## src/rtl/fx2qspi_pkg.sv

```systemverilog
// Shared definitions for the FX2-to-QSPI bridge: header layout, mode/direction
// codes and the transfer sequencer state encoding.
package fx2qspi_pkg;

  localparam logic [1:0] MODE_SPI   = 2'b00;
  localparam logic [1:0] MODE_DPI   = 2'b01;
  localparam logic [1:0] MODE_QPI   = 2'b10;
  localparam logic [1:0] MODE_FLUSH = 2'b11;

  localparam logic DIR_OUT = 1'b0;
  localparam logic DIR_IN  = 1'b1;

  localparam int HDR_CS       = 7;
  localparam int HDR_MODE_MSB = 6;
  localparam int HDR_MODE_LSB = 5;
  localparam int HDR_DIR      = 4;
  localparam int HDR_LEN_MSB  = 3;

  typedef enum logic [2:0] {
    ST_IDLE,
    ST_H1,
    ST_DECODE,
    ST_OUT_RUN,
    ST_IN_RUN,
    ST_FLUSH
  } xfer_state_e;

  // Extracts the two-bit mode field from a header byte0.
  function automatic logic [1:0] hdr_mode(input logic [7:0] b);
    return b[HDR_MODE_MSB:HDR_MODE_LSB];
  endfunction

endpackage

```

## src/rtl/qspi_xfer_sequencer.sv

```systemverilog
// Command sequencer between the FX2 OUT-FIFO reader, the QSPI byte engine and
// the FX2 IN-FIFO writer. Parses the two-byte header, owns CS/mode/direction,
// issues one engine request per data byte and returns IN bytes with packet-end.
module qspi_xfer_sequencer
  import fx2qspi_pkg::*;
#(
  parameter int LEN_W          = 12,
  parameter bit PKTEND_ON_LAST = 1'b1
) (
  input  logic       FX_IFCLK,
  input  logic       FX_RST,
  input  logic [7:0] rx_data,
  input  logic       rx_valid,
  output logic       rx_ready,
  output logic [7:0] tx_data,
  output logic       tx_valid,
  output logic       tx_last,
  input  logic       tx_ready,
  output logic       tx_flush,
  output logic       spi_cs,
  output logic [1:0] spi_mode,
  output logic       spi_dir,
  output logic       eng_start,
  output logic [7:0] eng_wdata,
  input  logic       eng_busy,
  input  logic       eng_done,
  input  logic [7:0] eng_rdata,
  output logic       busy
);

  localparam logic [LEN_W-1:0] CNT_ONE = LEN_W'(1);

  xfer_state_e      state, state_next;
  logic [1:0]       hdr_mode_q;
  logic             hdr_dir_q;
  logic [3:0]       len_hi_q;
  logic [7:0]       len_lo_q;
  logic [LEN_W-1:0] count_q;
  logic             cs_q;
  logic [1:0]       mode_q;
  logic             dir_q;
  logic [7:0]       hold_q;
  logic             hold_full_q;
  logic [7:0]       wdata_q;
  logic             start_q;
  logic             inflight_q;
  logic             last_pend_q;
  logic [7:0]       tx_data_q;
  logic             tx_valid_q;
  logic             tx_last_q;
  logic             tx_flush_q;

  logic             issue;
  logic             rx_accept;
  logic             tx_take;
  logic             done_ok;
  logic             count_zero;
  logic             eng_free_in;
  logic             eng_free_out;
  logic [LEN_W-1:0] hdr_len;

  assign hdr_len      = LEN_W'({len_hi_q, len_lo_q});
  assign count_zero   = (count_q == '0);
  assign done_ok      = eng_done && inflight_q;
  assign eng_free_in  = !inflight_q && !start_q && !eng_busy;
  assign eng_free_out = (!inflight_q || eng_done) && !start_q && !eng_busy;
  assign rx_accept    = rx_valid && rx_ready;
  assign tx_take      = tx_valid_q && tx_ready;

  // State register; reset aborts any command in progress.
  always_ff @(posedge FX_IFCLK or posedge FX_RST) begin
    if (FX_RST) state <= ST_IDLE;
    else        state <= state_next;
  end

  // Next-state, rx flow control and engine-request decision.
  always_comb begin
    state_next = state;
    rx_ready   = 1'b0;
    issue      = 1'b0;
    case (state)
      ST_IDLE: begin
        rx_ready = 1'b1;
        if (rx_valid) begin
          if (hdr_mode(rx_data) == MODE_FLUSH) state_next = ST_FLUSH;
          else if (!rx_data[HDR_CS])           state_next = ST_IDLE;
          else                                 state_next = ST_H1;
        end
      end
      ST_H1: begin
        rx_ready = 1'b1;
        if (rx_valid) state_next = ST_DECODE;
      end
      ST_DECODE: begin
        if (!eng_busy) begin
          if (hdr_len == '0)           state_next = ST_IDLE;
          else if (hdr_dir_q == DIR_IN) state_next = ST_IN_RUN;
          else                          state_next = ST_OUT_RUN;
        end
      end
      ST_OUT_RUN: begin
        rx_ready = !hold_full_q && !count_zero;
        issue    = hold_full_q && eng_free_out;
        if (count_zero && !hold_full_q && eng_free_in) state_next = ST_IDLE;
      end
      ST_IN_RUN: begin
        issue = !count_zero && eng_free_in && (!tx_valid_q || tx_ready);
        if (count_zero && eng_free_in && !tx_valid_q) state_next = ST_IDLE;
      end
      ST_FLUSH: begin
        if (!tx_valid_q && !eng_busy) state_next = ST_IDLE;
      end
      default: state_next = ST_IDLE;
    endcase
    if (FX_RST) begin
      rx_ready = 1'b0;
      issue    = 1'b0;
    end
  end

  // Header capture, link registers, byte counter, holding and tx registers.
  always_ff @(posedge FX_IFCLK or posedge FX_RST) begin
    if (FX_RST) begin
      hdr_mode_q  <= '0;
      hdr_dir_q   <= 1'b0;
      len_hi_q    <= '0;
      len_lo_q    <= '0;
      count_q     <= '0;
      cs_q        <= 1'b0;
      mode_q      <= '0;
      dir_q       <= 1'b0;
      hold_q      <= '0;
      hold_full_q <= 1'b0;
      wdata_q     <= '0;
      start_q     <= 1'b0;
      inflight_q  <= 1'b0;
      last_pend_q <= 1'b0;
      tx_data_q   <= '0;
      tx_valid_q  <= 1'b0;
      tx_last_q   <= 1'b0;
      tx_flush_q  <= 1'b0;
    end else begin
      start_q    <= issue;
      tx_flush_q <= (state == ST_FLUSH) && (state_next == ST_IDLE);

      if (state == ST_IDLE && rx_accept) begin
        hdr_mode_q <= hdr_mode(rx_data);
        hdr_dir_q  <= rx_data[HDR_DIR];
        len_hi_q   <= rx_data[HDR_LEN_MSB:0];
        if (hdr_mode(rx_data) != MODE_FLUSH && !rx_data[HDR_CS]) cs_q <= 1'b0;
      end

      if (state == ST_H1 && rx_accept) len_lo_q <= rx_data;

      if (state == ST_DECODE && !eng_busy) begin
        cs_q    <= 1'b1;
        mode_q  <= hdr_mode_q;
        dir_q   <= hdr_dir_q;
        count_q <= hdr_len;
      end

      if (state == ST_OUT_RUN && rx_accept) begin
        hold_q      <= rx_data;
        hold_full_q <= 1'b1;
      end

      if (issue) begin
        count_q     <= count_q - CNT_ONE;
        last_pend_q <= (count_q == CNT_ONE);
        if (state == ST_OUT_RUN) begin
          wdata_q     <= hold_q;
          hold_full_q <= 1'b0;
        end
      end

      if (issue)        inflight_q <= 1'b1;
      else if (done_ok) inflight_q <= 1'b0;

      if (tx_take) begin
        tx_valid_q <= 1'b0;
        tx_last_q  <= 1'b0;
      end
      if (done_ok && state == ST_IN_RUN) begin
        tx_data_q  <= eng_rdata;
        tx_valid_q <= 1'b1;
        tx_last_q  <= PKTEND_ON_LAST && last_pend_q;
      end
    end
  end

  // A request with an empty counter or an eng_done with nothing in flight is a protocol error.
  assert property (@(posedge FX_IFCLK) disable iff (FX_RST) issue |-> !count_zero);
  assert property (@(posedge FX_IFCLK) disable iff (FX_RST) eng_done |-> inflight_q);

  assign tx_data   = tx_data_q;
  assign tx_valid  = tx_valid_q;
  assign tx_last   = tx_last_q;
  assign tx_flush  = tx_flush_q;
  assign spi_cs    = cs_q;
  assign spi_mode  = mode_q;
  assign spi_dir   = dir_q;
  assign eng_start = start_q;
  assign eng_wdata = wdata_q;
  assign busy      = (state != ST_IDLE);

endmodule
```

## config.mk

```make
export PLATFORM = sky130hd
export DESIGN_NAME = qspi_xfer_sequencer
export DESIGN_NICKNAME = d
export VERILOG_FILES = /design/src/rtl/fx2qspi_pkg.sv /design/src/rtl/qspi_xfer_sequencer.sv
export SDC_FILE = /design/constraint.sdc
export NUM_CORES = 1
export LEC_CHECK = 0
export CAP_MARGIN = 20
export CORE_MARGIN = 3
export CORE_UTILIZATION = 45
export CTS_BUF_LIST = sky130_fd_sc_hd__clkbuf_16
export CTS_CLUSTER_DIAMETER = 100
export DETAILED_ROUTE_END_ITERATION = 8
export GPL_TIMING_DRIVEN = 0
export PLACE_DENSITY = 0.73
export SYNTH_ARGS = -nofsm -noshare
export SYNTH_HDL_FRONTEND = slang
export SYNTH_SLANG_ARGS = --single-unit
```

## constraint.sdc

```tcl
create_clock -name FX_IFCLK -period 3.3 [get_ports FX_IFCLK]
set_clock_uncertainty 0.15 [all_clocks]
set_input_delay 0.825 -clock FX_IFCLK [delete_from_list [all_inputs] [get_ports FX_IFCLK]]
set_output_delay 0.825 -clock FX_IFCLK [all_outputs]
set_load 0.005 [all_outputs]
```

* Word level (Yosys, flattened, before mapping)
Index checks and enable logic that the tools add are counted.
** Word-level totals
- Register bits :: 65
- Word-level logic and storage cells :: 101
** Cells by class
- Add/sub/neg operators :: 1
- Equal/unequal tests :: 8
- Mux-type cells :: 28
- Reductions and logical operators :: 45
** Operators with widths (count)
- 3-bit two-way mux :: 9
- 12-bit zero test :: 2
- 12-bit two-way mux :: 2
- 1-bit logical AND :: 23
- 3-bit case mux with 6 select lines :: 1
- 1-bit two-way mux :: 14
- 12-bit by 1-bit == test with 1-bit output (second input constant) :: 1
- 12-bit by 1-bit subtractor with 12-bit output (second input constant) :: 1
- 2-bit nonzero test :: 5
- 1-bit zero test :: 7
- 3-bit by 2-bit == test with 1-bit output (second input constant) :: 2
- 3-bit == test (second input constant) :: 2
- 3-bit zero test :: 2
- 1-bit case mux with 2 select lines :: 2
- 2-bit AND reduction :: 2
- 3-bit by 1-bit == test with 1-bit output (second input constant) :: 1
- 3-bit nonzero test :: 1
- 2-bit == test (second input constant) :: 1
- 1-bit logical OR :: 2
- 2-bit != test (second input constant) :: 1
- 2-bit OR reduction :: 1

* Logic depth before layout (Yosys ltp)
- Depth in word-level cells :: 10
- Depth in mapped cells :: 9
- Gate-level depth less buffers :: 8

* Least setup slack after synthesis
No wires, ideal clock.
- Path type :: input to register
- From :: input FX_RST
- To :: register len_lo_q[0]
- Arrival :: 3.456 ns
- Path slack :: -0.430 ns
- Cell stages on the path :: 4
- Path through :: inv_1 -> nand2_1 -> nor4b_2 -> mux2_2
** On the way
- Cells in the longest elaborated chain, start to end :: 3
** RTL lines
- start: declaration :: RTL line qspi_xfer_sequencer.sv:11 : input logic FX_RST,
- 1-bit two-way mux :: RTL line qspi_xfer_sequencer.sv:115 : if (FX_RST) begin
- 1-bit logical AND :: RTL line qspi_xfer_sequencer.sv:67 : assign rx_accept = rx_valid && rx_ready;
- 1-bit logical AND :: RTL line qspi_xfer_sequencer.sv:153 : if (state == ST_H1 && rx_accept) len_lo_q <= rx_data;
- end signal: assignment :: RTL line qspi_xfer_sequencer.sv:153
- end: declaration :: RTL line qspi_xfer_sequencer.sv:37 : logic [7:0] len_lo_q;
No other way between the ends.
A chain may end at the register's enable or synchronous reset.

* Worst setup path in the final report
- From :: input eng_busy
- To :: register count_q[2]
** On the way
- Cells in the longest elaborated chain, start to end :: 7
** RTL lines
- start: declaration :: RTL line qspi_xfer_sequencer.sv:25 : input logic eng_busy,
- 1-bit zero test (*) :: RTL line qspi_xfer_sequencer.sv:65, qspi_xfer_sequencer.sv:66, qspi_xfer_sequencer.sv:155
- 1-bit logical AND :: RTL line qspi_xfer_sequencer.sv:65 : assign eng_free_in = !inflight_q && !start_q && !eng_busy;
- 1-bit logical AND (2 in series) :: RTL line qspi_xfer_sequencer.sv:107 : issue = !count_zero && eng_free_in && (!tx_valid_q || tx_ready);
- 1-bit case mux with 2 select lines :: RTL line qspi_xfer_sequencer.sv:81 : case (state)
- 1-bit two-way mux :: RTL line qspi_xfer_sequencer.sv:115
- 12-bit two-way mux / 2-bit nonzero test (equally long branches)
- end signal: assignment :: RTL line qspi_xfer_sequencer.sv:159 : count_q <= hdr_len;
- end signal: assignment :: RTL line qspi_xfer_sequencer.sv:168 : count_q <= count_q - CNT_ONE;
- end: declaration :: RTL line qspi_xfer_sequencer.sv:38 : logic [LEN_W-1:0] count_q;
Mark *: on every way between the ends. The rest lies on a longest branch, timed or not.

==> flow_summary.json <==
{
  "outcome": "complete, no violations",
  "antennaDiodeCount": 0,
  "regArea_sq_um": 1630,
  "switching_power_mw": 1.03,
  "arrival_ns": 2.99,
  "avgSynthCellArea_sq_um": 12.4,
  "reg2reg_to": "count_q[2]",
  "cts_buffers": 9,
  "place_inst": 362,
  "hold_path_depth": 2,
  "num_rows": 28,
  "synth.area.top_cells": "dfrtp_1 (55%), mux2_2 (15%), nand2_1 (3.2%)",
  "numClockSinks": 65,
  "final_cells": 380,
  "worstRegToRegCells": 5,
  "fin_ws_ns": 0.362,
  "cts-root-buf": "clkbuf_16",
  "min-delay-start": "spi_mode[0]",
  "antenna_found_initial": 0,
  "criticalPathCategory": "in -> reg",
  "synth_warnings": 0,
  "avgRoutedWirePerCell_um": 17.1,
  "cts_buffer_depth": 2,
  "required_ns": 3.35,
  "ys_seq_area_share_pct": 55.0,
  "cts_tree": "done",
  "start_util_pct": 48.2,
  "clockPowerShare_pct": 27.9,
  "peakVddDrop_mv": 0.526,
  "synth_fp_nets": 263,
  "final_common_cell": "dfrtp_1",
  "htree_num_levels": 3,
  "clk_pin_slew_ns": 0.05,
  "drc": 0,
  "fin_crit_sh_pct": 89.0,
  "synth_cell_type_count": 55,
  "io_pins": 48,
  "switching_share_pct": 31.1,
  "cp-start-kind": "primary input",
  "synthToLayoutAreaGrowth_pct": 31.8,
  "synth_top_area_share_pct": 55.0,
  "globalplace.congestion": 0.799,
  "worst_pin_slew_ns": 0.931,
  "synth_cells": 239,
  "routed-via-count": 2178,
  "grt_max_degree": 31,
  "slew_headroom_pct": 37.8,
  "routed_wl_mm": 6.50,
  "final_cell_mix": "dfrtp_1 (65), clkdlybuf4s50_1 (46), mux2_2 (39)",
  "power_mw": 3.32,
  "reg2reg_from": "state[0]",
  "ant_nets": 0,
  "post_route_cells_drive_above_1_share_pct": 26.2,
  "final-setup-viol-count": 0,
  "r2r_slack_ns": 0.82,
  "overflow": 0,
  "grtUsageTotal_pct": 18.9,
  "end_kind": "register",
  "grt_pass1_wl_mm": 11.0,
  "leakage_nw": 1.69,
  "die_w_um": 87.0,
  "place_ws_ns": -0.690,
  "fin_crit_ns": 2.94,
  "viasPerCell": 5.73,
  "final_hold_viol_count": 0,
  "fill_cells": 489,
  "synth_flop_cell": "dfrtp_1",
  "synth.largest_area_cell": "dfrtp_1",
  "portBuffers": 47,
  "grt_pass1_vias": 2235,
  "core_area_sq_um": 6130,
  "async_flop_share_pct": 100,
  "tns_ns": 0,
  "cp_max_fo": 10,
  "p_comb_share_pct": 30.8,
  "power_density_nw_per_um2": 852,
  "rsz0062_at_grt": "false",
  "p_seq_share_pct": 41.3,
  "clock_latency_ns": 0.32,
  "timing.fmax_mhz": 340,
  "final_max_slew_viol_count": 0,
  "ys_seq_elements": 65,
  "multi_input_area_sq_um": 1280,
  "internal-power_mw": 2.29,
  "drt_iter0_markers": 144,
  "dieArea_sq_um": 7580,
  "dieHeight_um": 87.0,
  "hpwl_mm": 4.54,
  "whs_ns": 0.323,
  "first_pass_iters": 4,
  "holdCritPathClass": "reg -> reg",
  "whs_endpoint": "spi_mode[0]",
  "netlist_area_sq_um": 2960,
  "synth-edff-count": 0,
  "layout.nets": 324,
  "cap_violations": 0
}
-- power by group through the flow --
stage                     sequential, mW  clock [mW]  combinational [mW]
after floorplan                     1.31           0               0.625
after CTS                           1.36       0.940                1.01
after detailed placement            1.37           0               0.991
after global routing                1.41       0.978                1.14
after global placement              1.36           0               0.965
final                               1.37       0.927                1.02
-- registers in the layout (all words and copies together), names as in the netlist, 2 cells and up --
name	cells
count_q	12
eng_wdata	8
hold_q	8
len_lo_q	8
tx_data	8
len_hi_q	4
state	3
hdr_mode_q	2
spi_mode	2
-- kinds of logic (layout without fill, tap and decap cells) --
group	count (synthesis)	after routing	share of synthesized area (%)
DFF	65	65	55.0
adders and majority gates	2	2	0.847
and+or+nand+nor	68	68	13.8
AOI/OAI and AO/OA	42	42	11.1
muxes	43	43	16.3
buffers and inverters	19	85	2.92
-- cell type report --
| type | instances | share of cell area [%] |
|---|---|---|
| clock buffers | 9 | 5.78 |
| inverters | 9 | 0.964 |
| flip-flops and latches | 65 | 41.8 |
| repair buffers | 49 | 12.9 |
| multi-input cells | 155 | 32.9 |
| clock inverters | 7 | 1.83 |
| well taps | 75 | 2.41 |
| plain buffers | 10 | 1.35 |
| repair inverters | 1 | 0.129 |
-- metrics by stage --
stage	utilization, %	area, sq um
floorplan	-	2960
global placement	57.5	3520
detailed placement	57.8	3540
CTS	63.1	3870
global route	63.5	3890
finish	63.5	3890
-- what timing repair did --
item | CTS | global route
gates resized for setup | 2 | 5
cloned | 1 | 0
hold buffers | 0 | 0
endpoints found under the hold margin | 0 | 0
setup buffers | 1 | 0
setup endpoints to repair | 26 | 1
-- routing by layer --
| layer | GRT usage (%) | share of wire (%) | wire, um |
|---|---|---|---|
| met3 | 3.97 | 5.5 | 356 |
| met5 | 0 | 0 | 0 |
| met2 | 30.8 | 48 | 3120 |
| met4 | 8.07 | 1.9 | 121 |
| met1 | 24.5 | 45 | 2890 |
-- critical path, cell delays in order --
cell and delay [ns]:
clkdlybuf4s50_1 0.53, nor4b_2 0.87, clkbuf_1 0.45, nand2_1 0.17, o311ai_0 0.13
-- cell usage after synthesis (2+ instances only) --
| library cell | count |
|---|---|
| dfrtp_1 | 65 |
| mux2_2 | 39 |
| nand2_1 | 25 |
| inv_1 | 8 |
| o21ai_0 | 7 |
| nand3_1 | 6 |
| o311ai_0 | 6 |
| clkbuf_1 | 5 |
| nor4_1 | 5 |
| o211ai_1 | 5 |
| a21oi_1 | 3 |
| buf_2 | 3 |
| mux2i_1 | 3 |
| nand2b_1 | 3 |
| nor2_1 | 3 |
| or3_1 | 3 |
| a21o_1 | 2 |
| a31oi_1 | 2 |
| and3_1 | 2 |
| ha_1 | 2 |
| nand4_1 | 2 |
| nor3_1 | 2 |
| nor3b_1 | 2 |
| nor4b_2 | 2 |
| o31ai_1 | 2 |
| o41ai_1 | 2 |
| or3_4 | 2 |
-- worst max-delay path by stage --
| stage | startpoint | to | slack, ns | cells after the start |
|---|---|---|---|---|
| after detailed placement | FX_RST | hdr_mode_q[0] | -0.69 | 7 |
| after global routing | FX_RST | count_q[2] | 0.19 | 8 |
| final | eng_busy | count_q[2] | 0.36 | 5 |
| after floorplan | FX_RST | hdr_dir_q | 0.21 | 5 |
| after CTS | count_q[0] | rx_ready | 0.03 | 7 |
| after global placement | FX_RST | len_hi_q[1] | -1.12 | 6 |
(Power assumes the default switching activity.)
